===== src/rtl/pipe_hazard_ctrl.sv =====
// Decode/execute sequencer: register scoreboard with RAW/WAW stalls, branch squash and fetch redirect.
// Optional macro HAZARD_FWD_EN: only loads hold their scoreboard bit, other writers are covered by EX->ID forwarding.
module pipe_hazard_ctrl #(
    parameter int REG_SEL_W    = 5,
    parameter int XLEN         = 32,
    parameter int FLUSH_CYCLES = 2
) (
    input  logic                 clk,
    input  logic                 rst,
    input  logic                 id_valid,
    input  logic                 id_rs1_dv,
    input  logic [REG_SEL_W-1:0] id_rs1_addr,
    input  logic                 id_rs2_dv,
    input  logic [REG_SEL_W-1:0] id_rs2_addr,
    input  logic [REG_SEL_W-1:0] id_rd_addr,
    input  logic [6:0]           id_opcode,
    input  logic                 wb_dv,
    input  logic [REG_SEL_W-1:0] wb_addr,
    input  logic                 br_flush,
    input  logic [XLEN-1:0]      br_pc,
    output logic                 issue,
    output logic                 stall,
    output logic                 ex_bubble,
    output logic [XLEN-1:0]      fetch_pc,
    output logic                 fetch_new_pc,
    output logic                 fetch_noop,
    output logic [31:0]          stall_cnt
);
    localparam int NREG = 1 << REG_SEL_W;

    localparam logic [6:0] OP_LOAD  = 7'b0000011;
    localparam logic [6:0] OP_RTYPE = 7'b0110011;
    localparam logic [6:0] OP_IMMED = 7'b0010011;
    localparam logic [6:0] OP_JAL   = 7'b1101111;
    localparam logic [6:0] OP_JALR  = 7'b1100111;
    localparam logic [6:0] OP_LUI   = 7'b0110111;
    localparam logic [6:0] OP_AUIPC = 7'b0010111;

    typedef enum logic [1:0] {RUN, STALL, FLUSH} state_t;

    state_t            state_q, state_d;
    logic [2:0]        cnt_q, cnt_d;
    logic [NREG-1:0]   sb_q, sb_d, sb_clr, sb_set, sb_p;
    logic [XLEN-1:0]   pc_q;
    logic              new_pc_q;
    logic              init_q;
    logic [31:0]       stall_cnt_q;
    logic              active, is_load, writes_rd, hold_bit, hazard;

    // Outputs stay quiet for the reset cycle and the one after it.
    assign active = !rst && !init_q;

    assign is_load   = (id_opcode == OP_LOAD);
    assign writes_rd = is_load || (id_opcode inside {OP_RTYPE, OP_IMMED, OP_JAL, OP_JALR, OP_LUI, OP_AUIPC});

`ifdef HAZARD_FWD_EN
    // Non-load results reach the next consumer through forwarding, so they never occupy the scoreboard.
    assign hold_bit = is_load;
`else
    assign hold_bit = writes_rd;
`endif

    always_comb begin
        sb_clr = '0;
        if (wb_dv) sb_clr[wb_addr] = 1'b1;
    end

    // Same-cycle writeback is bypassed by the regfile, so it never hazards.
    assign sb_p   = sb_q & ~sb_clr;
    assign hazard = (id_rs1_dv && sb_p[id_rs1_addr]) ||
                    (id_rs2_dv && sb_p[id_rs2_addr]) ||
                    (writes_rd && sb_p[id_rd_addr]);

    always_comb begin
        state_d    = state_q;
        cnt_d      = cnt_q;
        issue      = 1'b0;
        stall      = 1'b0;
        ex_bubble  = 1'b0;
        fetch_noop = 1'b0;
        if (active) begin
            case (state_q)
                RUN, STALL: begin
                    state_d = RUN;
                    if (id_valid) begin
                        if (hazard) begin
                            stall     = 1'b1;
                            ex_bubble = 1'b1;
                            state_d   = STALL;
                        end else begin
                            issue = 1'b1;
                        end
                    end
                end
                FLUSH: begin
                    fetch_noop = 1'b1;
                    ex_bubble  = 1'b1;
                    if (cnt_q == 3'd0) state_d = RUN;
                    else               cnt_d   = cnt_q - 3'd1;
                end
                default: state_d = RUN;
            endcase
            // A redirect squashes whatever decode holds and restarts the flush window.
            if (br_flush) begin
                issue     = 1'b0;
                stall     = 1'b0;
                ex_bubble = 1'b1;
                state_d   = FLUSH;
                cnt_d     = 3'(FLUSH_CYCLES - 1);
            end
        end
    end

    always_comb begin
        sb_set = '0;
        if (issue && hold_bit && id_rd_addr != '0) sb_set[id_rd_addr] = 1'b1;
    end

    // Set wins over a same-cycle clear: the newly issued writer owns the register.
    assign sb_d = sb_p | sb_set;

    always_ff @(posedge clk) begin
        if (rst) begin
            state_q     <= RUN;
            cnt_q       <= 3'd0;
            sb_q        <= '0;
            pc_q        <= '0;
            new_pc_q    <= 1'b0;
            init_q      <= 1'b1;
            stall_cnt_q <= '0;
        end else begin
            state_q  <= state_d;
            cnt_q    <= cnt_d;
            sb_q     <= sb_d;
            init_q   <= 1'b0;
            new_pc_q <= active && br_flush;
            if (active && br_flush) pc_q <= br_pc;
            if (stall && stall_cnt_q != 32'hFFFF_FFFF) stall_cnt_q <= stall_cnt_q + 32'd1;
        end
    end

    assign fetch_pc     = pc_q;
    assign fetch_new_pc = new_pc_q;
    assign stall_cnt    = stall_cnt_q;
endmodule


===== config.mk =====
export PLATFORM = sky130hd
export DESIGN_NAME = pipe_hazard_ctrl
export DESIGN_NICKNAME = d
export VERILOG_FILES = /design/src/rtl/pipe_hazard_ctrl.sv
export SDC_FILE = /design/constraint.sdc
export NUM_CORES = 1
export LEC_CHECK = 0
export ABC_AREA = 1
export CAP_MARGIN = 20
export CORE_ASPECT_RATIO = 0.75
export CORE_MARGIN = 2
export CORE_UTILIZATION = 51
export DETAILED_ROUTE_END_ITERATION = 10
export PLACE_DENSITY = 0.85
export SLEW_MARGIN = 20
export SYNTH_ARGS = -nofsm -noshare
export SYNTH_HDL_FRONTEND = slang
export SYNTH_SLANG_ARGS = --single-unit

===== constraint.sdc =====
create_clock -name clk -period 2.5 [get_ports clk]
set_input_delay 0.25 -clock clk [delete_from_list [all_inputs] [get_ports clk]]
set_output_delay 0.25 -clock clk [all_outputs]
set_load 0.03 [all_outputs]

* After elaboration in Yosys (flattened, before gate mapping)
Cells that the tools add are included.
Storage, ports and cells: flip-flop bits (word level) 103, logic and storage cells 89, input port bits 66
Cells by class: order comparisons 6, reduce and logical (&&, ||, !) cells 23, add/subtract/negate cells 2, bitwise gates (word level) 3, muxes and demuxes 36, equality and inequality tests 12
Operator list (count):
- $mux 32 | 2
- $add 32x1->32 const B | 1
- $and 32x32->32 | 1
- $ne 32x32->1 const B | 1
- $not 32->32 | 1
- $or 32x32->32 | 1
- $lt 5x6->1 const B | 4
- $mux 1 | 22
- $bmux 1 s5 | 3
- $eq 7x5->1 const B | 2
- $eq 7x6->1 const B | 2
- $eq 7x7->1 const B | 2
- $demux 1 s5 | 2
- $ge 5x1->1 const B | 2
- $logic_and 1x1->1 | 10
- $mux 3 | 3
- $eq 7x2->1 const B | 1
- $reduce_bool 6->1 | 1
- $reduce_bool 5->1 | 1
- $mux 2 | 2
- $pmux 2 s2 | 1
- $logic_not 3->1 | 1
- $logic_or 1x1->1 | 3
- $ne 3x3->1 const B | 1
- other kinds (11) | 12

* Depth between registers and ports, before layout
depth in word-level cells 21, gate-level depth with buffers 19, gate-level depth less buffers 17

* Least setup slack after synthesis
Ideal clock, no wire load.
kind in2out, start in id_rs1_addr[0], end out ex_bubble, stages 13, slack 0.359 ns, data arrival time 1.891 ns, cell sequence buf_2 -> inv_1 -> buf_2 -> nand3_1 -> nand3_1 -> nand3_1 -> nand2_1 -> nand2_1 -> nand3_1 -> nand3_2 -> nand3_4 -> nand3_1 -> a31oi_1
Between the ends: cells in the longest elaborated chain, start to end 10
RTL lines:
- start: declaration | RTL line 12 | input logic [REG_SEL_W-1:0] id_rs1_addr,
- $bmux 1 s5 | RTL line 70 | assign hazard = (id_rs1_dv && sb_p[id_rs1_addr]) ||
- $mux 1 (not written as such) | RTL line 70
- $logic_and 1x1->1 | RTL line 70
- $logic_or 1x1->1 | RTL line 70
- $logic_or 1x1->1 | RTL line 71 | (id_rs2_dv && sb_p[id_rs2_addr]) ||
- $mux 1 | RTL line 86 | if (hazard) begin
- $mux 1 | RTL line 85 | if (id_valid) begin
- $pmux 1 s2 | RTL line 82 | case (state_q)
- $mux 1 | RTL line 104 | if (br_flush) begin
- $mux 1 | RTL line 81 | if (active) begin
- end: declaration | RTL line 23 | output logic ex_bubble,
Every way passes these cells. The select of a mux whose other input is x is not followed.

* Worst setup path after layout
start in id_rs2_addr[0], end out ex_bubble
Between the ends: cells in the longest elaborated chain, start to end 10
RTL lines:
- start: declaration | RTL line 14 | input logic [REG_SEL_W-1:0] id_rs2_addr,
- $bmux 1 s5 | RTL line 71
- $mux 1 (not written as such) | RTL line 71
- $logic_and 1x1->1 | RTL line 71
- $logic_or 1x1->1 | RTL line 70
- $logic_or 1x1->1 | RTL line 71
- $mux 1 | RTL line 86
- $mux 1 | RTL line 85
- $pmux 1 s2 | RTL line 82
- $mux 1 | RTL line 104
- $mux 1 | RTL line 81
Every way passes these cells. The select of a mux whose other input is x is not followed.

==> results_dict.tcl <==
set metrics [dict create \
    status "complete, no violations" \
    cts_sinks 103 \
    hp-start "id_rd_addr[0]" \
    ys.warnings.count 0 \
    path_class "primary input to primary output" \
    cp_max_fo 16 \
    placedCellCount 1267 \
    grt-ovfl-total 0 \
    fin_util_pct 74.0 \
    port_buffers 134 \
    initial_core_util_pct 52.5 \
    crit_chain "clkdlybuf4s50_1 > buf_4 > nand3_1 > nand3_1 > nand3_1 > nand3_1 > nand2_1 > nand2_1 > nand3_2 > nand3_4 > nand3_4 > a31oi_4 > buf_6" \
    io_pins 135 \
    gr-usage-all-layers_pct 32.0 \
    wl_per_cell_um 16.3 \
    yosysTopAreaCell "dfxtp_1" \
    drv_slew 0 \
    worstReg2RegEnd "stall_cnt[31]$_SDFFE_PP0P_" \
    hold_viol_final 0 \
    vias_per_cell 5.78 \
    ant_nets 0 \
    antennaDiodeCount 0 \
    antenna_found_initial 0 \
    gp_congestion 1.08 \
    numCtsBuffers 9 \
    use_met3_pct 14.0 \
    min_period_ps 2430 \
    relSlewSlack_pct 50.8 \
    reg2reg_slack_ps 200 \
    synth_enable_flop_cells 0 \
    setup_viol 0 \
    path_clk_slew_ps 70 \
    cpMostUsedCell "nand3_1" \
    fin_cells 1296 \
    die_area_mm2 0.0129 \
    crit_slowest_cell "clkdlybuf4s50_1" \
    fillers 947 \
    yosys.area.top_type_share_pct 33.7 \
    htreeDepth 3 \
    fmax_mhz 411 \
    cts_buffer_depth 2 \
    row_count 34 \
    final_nets 1198 \
    top_usage_layer "met1" \
    ys_seq_elements 103 \
    drtIter0Drc 982 \
    grt_pass1_vias 6514 \
    synth_cell_type_count 39 \
    cp-start-kind "primary input" \
    cts_tree "yes" \
    worst_pin_slew_ps 739 \
    cp.arrival_ps 2180 \
    cp_num_buf_inv 3 \
    worstSetupEndpointType "primary output" \
    met2_usage_pct 43.0 \
    clk_latency_ps 350 \
    crit_start "id_rs2_addr[0]" \
    drtPass1Iterations 11 \
    hold_end "sb_q[8]$_SDFF_PP0_" \
    hpwl_mm 15.1 \
    die_width_um 130 \
    synth_area_leaders "dfxtp_1 (34%), nand3_1 (16%), nand2_1 (15%)" \
    yosysSeqAreaShare_pct 33.7 \
    drc_errors 0 \
    grt_max_degree 70 \
    hp-class "primary input to flip-flop" \
    period_share_pct 97.4 \
    irDropWorstVdd_mv 0.401 \
    avgSynthCellArea_um2 6.48 \
    hold_depth 6 \
    synth_nets 1014 \
    wirelength_mm 21.1 \
    met1_usage_pct 47.3 \
    ff2ff_path_depth 12 \
    grt_pass1_wl_mm 33.1 \
    p_leak_nw 3.44 \
    num_vias 7496 \
    drv_cap 0 \
    synth_cells 945 \
    yosys_most_used_dff "dfxtp_1" \
    area_growth_pct 40.9 \
    rsz0062_at_grt "true" \
    clock-skew-final_ps 5.76 \
    core_mm2 0.0117 \
    r2r_start "stall_cnt[0]$_SDFFE_PP0P_" \
    cpLargestDelayFamily "buffers and inverters" \
    powerDensity_mw_per_mm2 433 \
    max_stage_delay_ps 480 \
    drive_gt1_share_pct 15.3 \
    cts-root-buf "clkbuf_16" \
    worstPathRequired_ps 2250 \
    synth_area_mm2 0.00612 \
    synthArstFlopShare_pct 0 \
    die_height_um 98.9 \
]
==> stage by stage <==
| step | hold WS, ps | setup WS, ps | cell area (um^2) | total power, W | TNS (ps) |
|---|---|---|---|---|---|
| floorplan | 278 | 359 | 6120 | 0.00201 | 0 |
| global placement | 448 | -314 | 7980 | 0.00230 | -15440 |
| detailed placement | 459 | -336 | 7980 | 0.00230 | -16180 |
| CTS | 429 | 7.03 | 8490 | 0.00371 | 0 |
| global route | 444 | -37.3 | 8620 | 0.00386 | -66.9 |
| finish | 430 | 65.7 | 8620 | 0.00374 | 0 |
==> cell usage in the layout, fill, tap and decap left out, types with 7 or more instances in the layout <==
master,synthesis,routed
nand2_1,246,235
nand3_1,194,190
clkdlybuf4s50_1,0,115
dfxtp_1,103,103
buf_4,3,73
a21oi_1,70,68
inv_1,72,64
nor2_1,60,49
nand4_1,43,43
xor2_1,21,21
nor3_1,19,16
nand2_2,3,13
inv_2,4,10
clkbuf_16,0,10
nor2_4,2,9
nor2_2,5,9
xnor2_1,9,9
a21boi_1,7,7
nor4_1,7,7
buf_6,6,7
==> registers in the layout, summed over array words and instances (netlist names) <==
signal        flops
fetch_pc         32
cnt_q             3
stall_cnt        32
state_q           2
sb_q             32
fetch_new_pc      1
init_q            1
==> worst register-to-register path, stage by stage, from the launching register on <==
cell and delay, ps:
dfxtp_1 390, inv_1 120, nor3_2 240, inv_1 120, nor2_1 220, inv_1 110, nor2_1 200, inv_1 90
nor2_1 170, nand2_1 140, xnor2_1 150, nand3_1 100, a21oi_1 180
==> worst max-delay path by stage <==
stage	end	depth (start not counted)
3_3_place_gp	ex_bubble	15
4_1_cts	stall	17
6_report	ex_bubble	13
5_1_grt	ex_bubble	14
2_1_floorplan	ex_bubble	13
3_5_place_dp	stall_cnt[31]$_SDFFE_PP0P_	17
==> logic make-up after synthesis <==
| kind of cell | after synthesis | share of synthesized area [%] |
|---|---|---|
| adder cells (fa/ha/maj) | 3 | 0.613 |
| AO/OA/AOI/OAI | 99 | 8.87 |
| XOR/XNOR | 30 | 4.29 |
| buffers and inverters | 124 | 8.69 |
| flip-flops | 103 | 33.7 |
| AND/OR/NAND/NOR | 586 | 43.8 |
==> power breakdown <==
part	switching [W]	internal, W
Sequential	0.0000167	0.00167
Combinational	0.000365	0.000265
Clock	0.000712	0.000705
Total	0.00109	0.00264
==> layer usage <==
metal,vias up,wire [um]
met5,-,0
li1,3542,-
met3,62,3550
met2,615,8530
met1,3277,8630
met4,0,430
==> cells in the mapped netlist (6+ instances only) <==
cell / number
a21boi_1: 7
a21oi_1: 70
buf_2: 6
buf_6: 6
clkbuf_1: 26
dfxtp_1: 103
inv_1: 72
nand2_1: 246
nand3_1: 194
nand4_1: 43
nor2_1: 60
nor3_1: 19
nor4_1: 7
xnor2_1: 9
xor2_1: 21
==> area by class of cell <==
class / count / area, um^2 / area share (%)
Timing Repair Buffer: 217 / 2030 / 23.6
Clock buffer: 9 / 225 / 2.61
Multi-Input combinational cell: 718 / 3710 / 43.1
Inverter: 80 / 314 / 3.64
Sequential cell: 103 / 2060 / 23.9
Clock inverter: 7 / 71.3 / 0.827
Tap cell: 162 / 203 / 2.35
==> what timing repair did <==
action / 4_1_cts / 5_1_grt
gates cloned: 3 / 1
hold endpoints to repair: 0 / 0
gates resized for setup: 54 / 42
setup endpoints to repair: 8 / 41
hold buffers: 0 / 0
buffers inserted: 4 / 5
pin swaps: 15 / 10
No activity file was read; power rests on OpenSTA's default activity.
